==> src/rtl/mips_multicycle_control_if.sv <==
// Control-to-datapath bundle for the multicycle MIPS core: instruction fields and
// memory handshake in, mux selects / write enables / status flags out.
interface mips_multicycle_control_if;
   logic [5:0] opcode;
   logic [5:0] funct;
   logic       mem_ready;

   logic       pc_write;
   logic       pc_write_cond;
   logic       ir_write;
   logic       reg_write;
   logic       mem_read;
   logic       mem_write;
   logic       i_or_d;
   logic       reg_dst;
   logic       mem_to_reg;
   logic       alu_src_a;
   logic [1:0] alu_src_b;
   logic [2:0] alu_ctrl;
   logic [1:0] pc_source;
   logic       instr_done;
   logic       check_o;
   logic       illegal_o;
   logic       mem_err;

   modport master (
      input  opcode, funct, mem_ready,
      output pc_write, pc_write_cond, ir_write, reg_write, mem_read, mem_write,
             i_or_d, reg_dst, mem_to_reg, alu_src_a, alu_src_b, alu_ctrl,
             pc_source, instr_done, check_o, illegal_o, mem_err
   );

   modport slave (
      output opcode, funct, mem_ready,
      input  pc_write, pc_write_cond, ir_write, reg_write, mem_read, mem_write,
             i_or_d, reg_dst, mem_to_reg, alu_src_a, alu_src_b, alu_ctrl,
             pc_source, instr_done, check_o, illegal_o, mem_err
   );
endinterface

==> src/rtl/mips_multicycle_control.sv <==
// Moore control FSM for the multicycle MIPS datapath, with a watchdog that traps
// memory accesses whose ready never arrives.
module mips_multicycle_control #(
   parameter int MEM_WAIT_MAX = 15
) (
   input  logic clk,
   input  logic reset,
   mips_multicycle_control_if.master ctrl
);
   localparam int CntW = (MEM_WAIT_MAX > 0) ? $clog2(MEM_WAIT_MAX + 1) : 1;
   localparam logic [CntW-1:0] CntLimit = CntW'((MEM_WAIT_MAX > 0) ? MEM_WAIT_MAX - 1 : 0);

   localparam logic [5:0] OpRType = 6'b000000;
   localparam logic [5:0] OpLw    = 6'b100011;
   localparam logic [5:0] OpSw    = 6'b101011;
   localparam logic [5:0] OpAddiu = 6'b001001;
   localparam logic [5:0] OpBeq   = 6'b000100;
   localparam logic [5:0] OpJ     = 6'b000010;
   localparam logic [5:0] OpCheck = 6'b111111;

   typedef enum logic [3:0] {
      StReset, StFetch, StDecode, StMemAddr, StMemRead, StMemWb, StMemWrite,
      StExecute, StAluWb, StAddiEx, StAddiWb, StBranch, StJump, StCheck,
      StIllegal, StError
   } state_e;

   state_e          state_q, state_d;
   logic [CntW-1:0] waitCnt_q, waitCnt_d;
   logic            waitExpired;
   logic            memState;
   logic            functOk;
   logic [2:0]      functAlu;

   always_comb begin
      functAlu = 3'b010;
      functOk  = 1'b1;
      case (ctrl.funct)
         6'b100000: functAlu = 3'b010;
         6'b100010: functAlu = 3'b110;
         6'b100100: functAlu = 3'b000;
         6'b100101: functAlu = 3'b001;
         6'b101010: functAlu = 3'b111;
         default:   functOk  = 1'b0;
      endcase
   end

   // A disabled watchdog never expires, so the FSM waits on ready indefinitely.
   assign waitExpired = (MEM_WAIT_MAX != 0) && (waitCnt_q == CntLimit);

   always_comb begin
      state_d            = state_q;
      ctrl.pc_write      = 1'b0;
      ctrl.pc_write_cond = 1'b0;
      ctrl.ir_write      = 1'b0;
      ctrl.reg_write     = 1'b0;
      ctrl.mem_read      = 1'b0;
      ctrl.mem_write     = 1'b0;
      ctrl.i_or_d        = 1'b0;
      ctrl.reg_dst       = 1'b0;
      ctrl.mem_to_reg    = 1'b0;
      ctrl.alu_src_a     = 1'b0;
      ctrl.alu_src_b     = 2'b00;
      ctrl.alu_ctrl      = 3'b010;
      ctrl.pc_source     = 2'b00;
      ctrl.instr_done    = 1'b0;
      ctrl.check_o       = 1'b0;
      ctrl.illegal_o     = 1'b0;
      ctrl.mem_err       = 1'b0;
      case (state_q)
         StReset: begin
            ctrl.alu_ctrl = 3'b000;
            state_d       = StFetch;
         end
         StFetch: begin
            ctrl.mem_read  = 1'b1;
            ctrl.alu_src_b = 2'b01;
            ctrl.ir_write  = ctrl.mem_ready;
            ctrl.pc_write  = ctrl.mem_ready;
            if (ctrl.mem_ready)    state_d = StDecode;
            else if (waitExpired)  state_d = StError;
         end
         StDecode: begin
            ctrl.alu_src_b = 2'b11;
            case (ctrl.opcode)
               OpLw, OpSw: state_d = StMemAddr;
               OpRType:    state_d = StExecute;
               OpAddiu:    state_d = StAddiEx;
               OpBeq:      state_d = StBranch;
               OpJ:        state_d = StJump;
               OpCheck:    state_d = StCheck;
               default:    state_d = StIllegal;
            endcase
         end
         StMemAddr: begin
            ctrl.alu_src_a = 1'b1;
            ctrl.alu_src_b = 2'b10;
            state_d        = (ctrl.opcode == OpLw) ? StMemRead : StMemWrite;
         end
         StMemRead: begin
            ctrl.mem_read = 1'b1;
            ctrl.i_or_d   = 1'b1;
            if (ctrl.mem_ready)    state_d = StMemWb;
            else if (waitExpired)  state_d = StError;
         end
         StMemWb: begin
            ctrl.mem_to_reg = 1'b1;
            ctrl.reg_write  = 1'b1;
            ctrl.instr_done = 1'b1;
            state_d         = StFetch;
         end
         StMemWrite: begin
            ctrl.mem_write  = 1'b1;
            ctrl.i_or_d     = 1'b1;
            ctrl.instr_done = ctrl.mem_ready;
            if (ctrl.mem_ready)    state_d = StFetch;
            else if (waitExpired)  state_d = StError;
         end
         StExecute: begin
            ctrl.alu_src_a = 1'b1;
            ctrl.alu_ctrl  = functAlu;
            state_d        = functOk ? StAluWb : StIllegal;
         end
         StAluWb: begin
            ctrl.reg_dst    = 1'b1;
            ctrl.reg_write  = 1'b1;
            ctrl.instr_done = 1'b1;
            ctrl.alu_ctrl   = functAlu;
            state_d         = StFetch;
         end
         StAddiEx: begin
            ctrl.alu_src_a = 1'b1;
            ctrl.alu_src_b = 2'b10;
            state_d        = StAddiWb;
         end
         StAddiWb: begin
            ctrl.reg_write  = 1'b1;
            ctrl.instr_done = 1'b1;
            state_d         = StFetch;
         end
         StBranch: begin
            ctrl.alu_src_a     = 1'b1;
            ctrl.alu_ctrl      = 3'b110;
            ctrl.pc_write_cond = 1'b1;
            ctrl.pc_source     = 2'b01;
            ctrl.instr_done    = 1'b1;
            state_d            = StFetch;
         end
         StJump: begin
            ctrl.pc_write   = 1'b1;
            ctrl.pc_source  = 2'b10;
            ctrl.instr_done = 1'b1;
            state_d         = StFetch;
         end
         StCheck: begin
            ctrl.check_o    = 1'b1;
            ctrl.instr_done = 1'b1;
            state_d         = StFetch;
         end
         StIllegal: begin
            ctrl.illegal_o  = 1'b1;
            ctrl.instr_done = 1'b1;
            state_d         = StFetch;
         end
         StError: begin
            ctrl.alu_ctrl = 3'b000;
            ctrl.mem_err  = 1'b1;
         end
         default: state_d = StReset;
      endcase

      // Counter only advances while stalled in one memory state; any transition clears it.
      memState  = (state_q == StFetch) || (state_q == StMemRead) || (state_q == StMemWrite);
      waitCnt_d = '0;
      if ((MEM_WAIT_MAX != 0) && memState && !ctrl.mem_ready && (state_d == state_q))
         waitCnt_d = waitCnt_q + CntW'(1);
   end

   always_ff @(posedge clk or posedge reset) begin
      if (reset) begin
         state_q   <= StReset;
         waitCnt_q <= '0;
      end else begin
         state_q   <= state_d;
         waitCnt_q <= waitCnt_d;
      end
   end
endmodule

==> src/flat_wrapper.sv <==
// flat-port wrapper written by rule: the top's interface ports become plain ports
module mips_multicycle_control_flat 
#(
   parameter int MEM_WAIT_MAX = 15
)
  (clk, reset, ctrl_opcode, ctrl_funct, ctrl_mem_ready, ctrl_pc_write, ctrl_pc_write_cond, ctrl_ir_write, ctrl_reg_write, ctrl_mem_read, ctrl_mem_write, ctrl_i_or_d, ctrl_reg_dst, ctrl_mem_to_reg, ctrl_alu_src_a, ctrl_alu_src_b, ctrl_alu_ctrl, ctrl_pc_source, ctrl_instr_done, ctrl_check_o, ctrl_illegal_o, ctrl_mem_err);
  mips_multicycle_control_if ctrl_i ();
  input  logic clk;
  input  logic reset;
  input wire logic [$bits(ctrl_i.opcode)-1:0] ctrl_opcode;
  input wire logic [$bits(ctrl_i.funct)-1:0] ctrl_funct;
  input wire logic [$bits(ctrl_i.mem_ready)-1:0] ctrl_mem_ready;
  output wire logic [$bits(ctrl_i.pc_write)-1:0] ctrl_pc_write;
  output wire logic [$bits(ctrl_i.pc_write_cond)-1:0] ctrl_pc_write_cond;
  output wire logic [$bits(ctrl_i.ir_write)-1:0] ctrl_ir_write;
  output wire logic [$bits(ctrl_i.reg_write)-1:0] ctrl_reg_write;
  output wire logic [$bits(ctrl_i.mem_read)-1:0] ctrl_mem_read;
  output wire logic [$bits(ctrl_i.mem_write)-1:0] ctrl_mem_write;
  output wire logic [$bits(ctrl_i.i_or_d)-1:0] ctrl_i_or_d;
  output wire logic [$bits(ctrl_i.reg_dst)-1:0] ctrl_reg_dst;
  output wire logic [$bits(ctrl_i.mem_to_reg)-1:0] ctrl_mem_to_reg;
  output wire logic [$bits(ctrl_i.alu_src_a)-1:0] ctrl_alu_src_a;
  output wire logic [$bits(ctrl_i.alu_src_b)-1:0] ctrl_alu_src_b;
  output wire logic [$bits(ctrl_i.alu_ctrl)-1:0] ctrl_alu_ctrl;
  output wire logic [$bits(ctrl_i.pc_source)-1:0] ctrl_pc_source;
  output wire logic [$bits(ctrl_i.instr_done)-1:0] ctrl_instr_done;
  output wire logic [$bits(ctrl_i.check_o)-1:0] ctrl_check_o;
  output wire logic [$bits(ctrl_i.illegal_o)-1:0] ctrl_illegal_o;
  output wire logic [$bits(ctrl_i.mem_err)-1:0] ctrl_mem_err;
  assign ctrl_i.opcode = ctrl_opcode;
  assign ctrl_i.funct = ctrl_funct;
  assign ctrl_i.mem_ready = ctrl_mem_ready;
  assign ctrl_pc_write = ctrl_i.pc_write;
  assign ctrl_pc_write_cond = ctrl_i.pc_write_cond;
  assign ctrl_ir_write = ctrl_i.ir_write;
  assign ctrl_reg_write = ctrl_i.reg_write;
  assign ctrl_mem_read = ctrl_i.mem_read;
  assign ctrl_mem_write = ctrl_i.mem_write;
  assign ctrl_i_or_d = ctrl_i.i_or_d;
  assign ctrl_reg_dst = ctrl_i.reg_dst;
  assign ctrl_mem_to_reg = ctrl_i.mem_to_reg;
  assign ctrl_alu_src_a = ctrl_i.alu_src_a;
  assign ctrl_alu_src_b = ctrl_i.alu_src_b;
  assign ctrl_alu_ctrl = ctrl_i.alu_ctrl;
  assign ctrl_pc_source = ctrl_i.pc_source;
  assign ctrl_instr_done = ctrl_i.instr_done;
  assign ctrl_check_o = ctrl_i.check_o;
  assign ctrl_illegal_o = ctrl_i.illegal_o;
  assign ctrl_mem_err = ctrl_i.mem_err;
  mips_multicycle_control #(.MEM_WAIT_MAX(MEM_WAIT_MAX)) u_core (.clk(clk), .reset(reset), .ctrl(ctrl_i));
endmodule
==> config.mk <==
export PLATFORM = sky130hd
export DESIGN_NAME = mips_multicycle_control_flat
export DESIGN_NICKNAME = d
export VERILOG_FILES = /design/src/rtl/mips_multicycle_control_if.sv /design/src/rtl/mips_multicycle_control.sv /design/src/flat_wrapper.sv
export SDC_FILE = /design/constraint.sdc
export NUM_CORES = 1
export LEC_CHECK = 0
export BUFFER_PORTS_ARGS = -buffer_cell sky130_fd_sc_hd__buf_2
export CAP_MARGIN = 20
export CORE_ASPECT_RATIO = 1.5
export CORE_MARGIN = 4
export CORE_UTILIZATION = 45
export DETAILED_ROUTE_END_ITERATION = 8
export GPL_TIMING_DRIVEN = 0
export PLACE_DENSITY_LB_ADDON = 0.08
export REMOVE_ABC_BUFFERS = 1
export SYNTH_ARGS = -nofsm -noshare
export SYNTH_HDL_FRONTEND = slang
export SYNTH_SLANG_ARGS = --single-unit
export TNS_END_PERCENT = 5
==> constraint.sdc <==
create_clock -name clk -period 1.6 [get_ports clk]
set_clock_uncertainty 0.05 [all_clocks]
set_input_delay 0.16 -clock clk [delete_from_list [all_inputs] [get_ports clk]]
set_output_delay 0.16 -clock clk [all_outputs]
set_load 0.02 [all_outputs]
==> results.yml <==
critical_path:
  startpoint: "u_core.state_q[0]$_DFF_PP0_"
  reg2reg_setup_slack_ns: 0.06
  cp-end-kind: "output pin"
  path_cells: "buf_6 > nor2_4 > nand3_2 > a21oi_2 > a31o_2 > buf_6"
  reg2reg_from: "u_core.waitCnt_q[0]$_DFF_PP0_"
  worst-path-max-fanout: 7
  r2r-end: "u_core.waitCnt_q[3]$_DFF_PP0_"
  worst-endpoint-required_ns: 1.39
  cp.depth: 6
  r2r_cells: 5
  cp_top_family: "flip-flops"
  cp-endpoint: "ctrl_alu_ctrl[2]"
  critPathMaxStageDelay_ns: 0.53
  cpMaxStageDelayCell: "dfrtp_4"
  startpoint_type: "flip-flop"
  path_buf_inv: 2
  cpMostUsedCell: "buf_6"
  arrival_ns: 1.49
  critPathKind: "flip-flop to output pin"
floorplanning:
  start_util_pct: 46.8
  row_count: 21
  dieArea_um2: 3140
  die_w_um: 47.1
  ios: 36
  die_y_um: 66.7
  coreArea_um2: 2210
place:
  dp_cells: 178
  hpwl_um: 1990
  port_buffers: 35
  post-place-ws_ns: -0.260
  place_congestion: 0.779
  place_area_um2: 1120
pwr:
  switchingPower_mw: 1.24
  switching_share_pct: 50.3
  p_clk_share_pct: 6.2
  vdd_drop_max_mv: 0.603
  p_comb_share_pct: 77.0
  intPower_mw: 1.22
  pwr_density_cell_nw_per_um2: 1720
  p_leak_nw: 0.641
  fin_total_pwr_mw: 2.47
  pwr-share-seq_pct: 16.8
clock_tree:
  cts_max_path_buffers: 2
  htreeDepth: 1
  cts_sinks: 8
  cts_root_buf: "clkbuf_4"
  clock_latency_ns: 0.25
  cts_buffers: 3
  path_clk_slew_ns: 0.06
  cts_tree: "yes"
global_routing:
  grt_max_degree: 12
  grt-ovfl-total: 0
  antenna_found_initial: 0
  grt_use_total_pct: 19.6
  grt_pass1_vias: 1092
  grt_pass1_wl_um: 4560
synthesis:
  postSynthAreaPerCell_um2: 7.89
  seq_area_frac_synth_pct: 19.4
  synth_seq_cells: 8
  synth.yosys.warnings: 0
  yosysUniqueCellTypes: 49
  syn_area_um2: 1030
  syn_inst: 131
  synth_ff_type: "dfrtp_1"
  async_flop_share_pct: 100
  synth-edff-count: 0
timing:
  tightest_slew_ns: 0.400
  fin_crit_sh_pct: 106
  fin_hold_ws_ns: 0.294
  relSlewSlack_pct: 73.3
  finalSetupTns_ns: -0.259
  rsz0062_at_grt: "yes"
  setup_viol: 6
  setup_ws_ns: -0.0963
  maxSlewViolCount: 0
  hold_violations: 0
  fmax_mhz: 590
  fin_crit_ns: 1.70
cells_and_area:
  final_nets: 194
  final_util_pct: 64.9
  design_area_um2: 1430
  instances_no_fill: 198
  antennaDiodeCount: 0
  multi_input_area_um2: 812
  drive_gt1_share_pct: 51.4
  synthToLayoutAreaGrowth_pct: 38.5
  fillCellCount: 210
  ff_latch_area_um2: 208
run_status:
  violations: "setup timing"
  outcome: "finished, violations left"
routing:
  via_per_inst: 6.05
  routedWlPerCell_um: 15.2
  routed-via-count: 1198
  drcViolationCount: 0
  dr.pass1.iters: 6
  wirelength_um: 3010
  drt-initial-drc-count: 23
  ant_nets: 0
min_path:
  hold_class: "primary input to flip-flop"
job:
  max_cap_violations: 0
[cell type report]
| type | instances | area share (%) |
|---|---|---|
| Sequential cell | 8 | 14.5 |
| Inverter | 4 | 1.05 |
| Multi-Input combinational cell | 108 | 56.7 |
| Tap cell | 23 | 2.01 |
| Clock buffer | 3 | 1.57 |
| Timing Repair Buffer | 52 | 24.1 |
[logic make-up (layout without fill, tap and decap cells)]
| group | count (synthesis) | in the layout | synth area share [%] |
|---|---|---|---|
| AO/OA/AOI/OAI | 36 | 36 | 24.2 |
| XOR/XNOR | 4 | 4 | 3.39 |
| adder cells (fa/ha/maj) | 2 | 2 | 2.42 |
| buffers and inverters | 15 | 59 | 13.2 |
| flip-flops | 8 | 8 | 19.4 |
| multiplexers | 2 | 2 | 2.06 |
| AND/OR/NAND/NOR | 64 | 64 | 35.4 |
[tightest hold or removal path: stages]
cell and delay [ns]:
buf_2 0.14, nand4_1 0.09, a31oi_1 0.08, o311ai_1 0.08
[registers in the layout, indices dropped and copies added, names as in the netlist]
signal            flops
u_core.waitCnt_q      4
u_core.state_q        4
[cells in the final DEF (no fill, tap or decap), types with 3 or more instances in the layout]
cell type	count
inv_1	4
nor2_1	16
buf_4	17
nand2_1	5
dfrtp_2	3
clkbuf_4	3
a21oi_2	3
xnor2_1	3
nor3_1	3
dfrtp_1	4
buf_2	28
buf_6	6
nand2b_4	4
nor3b_1	3
a21oi_1	5
a31oi_1	3
nor4_1	4
nand3_1	4
o21ai_0	5
[how the worst min path moves through the flow]
| stage | start | to | slack, ns | cells past startpoint |
|---|---|---|---|---|
| floorplan | reset | u_core.state_q[0]$_DFF_PP0_ | -0.07 | 1 |
| CTS | ctrl_opcode[5] | u_core.state_q[0]$_DFF_PP0_ | 0.29 | 3 |
| finish | ctrl_opcode[2] | u_core.state_q[1]$_DFF_PP0_ | 0.29 | 4 |
| global placement | reset | u_core.waitCnt_q[0]$_DFF_PP0_ | 0.07 | 2 |
| detailed placement | reset | u_core.waitCnt_q[0]$_DFF_PP0_ | 0.08 | 2 |
| global route | ctrl_opcode[5] | u_core.state_q[0]$_DFF_PP0_ | 0.30 | 3 |
[what timing repair did]
action,CTS,global route
gates resized for setup,33,15
endpoints found under the setup margin,26,15
pin swaps,5,3
endpoints found under the hold margin,8,0
cloned,0,0
hold buffers,1,0
setup buffers,16,0
[power groups by stage]
stage	Sequential [mW]	Combinational [mW]	Clock, mW
2_1_floorplan	0.447	0.812	0
4_1_cts	0.403	1.73	0.156
3_5_place_dp	0.521	1.10	0
3_3_place_gp	0.515	1.09	0
6_report	0.414	1.90	0.154
5_1_grt	0.423	2.02	0.168
[metal layers]
metal	track usage (%)	routed length [um]	up-vias
met4	10.0	77	0
met3	2.16	112	8
li1	-	-	573
met1	19.2	1090	580
met5	0	0	-
met2	37.2	1740	37
[synthesized netlist by cell type, drive strengths merged (4+ instances only)]
cell	instances	area share, %
nor3	7	4.4
buf	5	4.7
nor2	19	7.4
nor4	4	2.4
nand3	5	2.4
nand2b	5	3.3
nor3b	4	3.4
dfrtp	8	19
clkbuf	6	7.0
inv	4	1.5
o21ai	8	3.9
nand2	8	2.9
a21oi	8	4.2
Note: power is estimated with default switching activity, not from simulation.
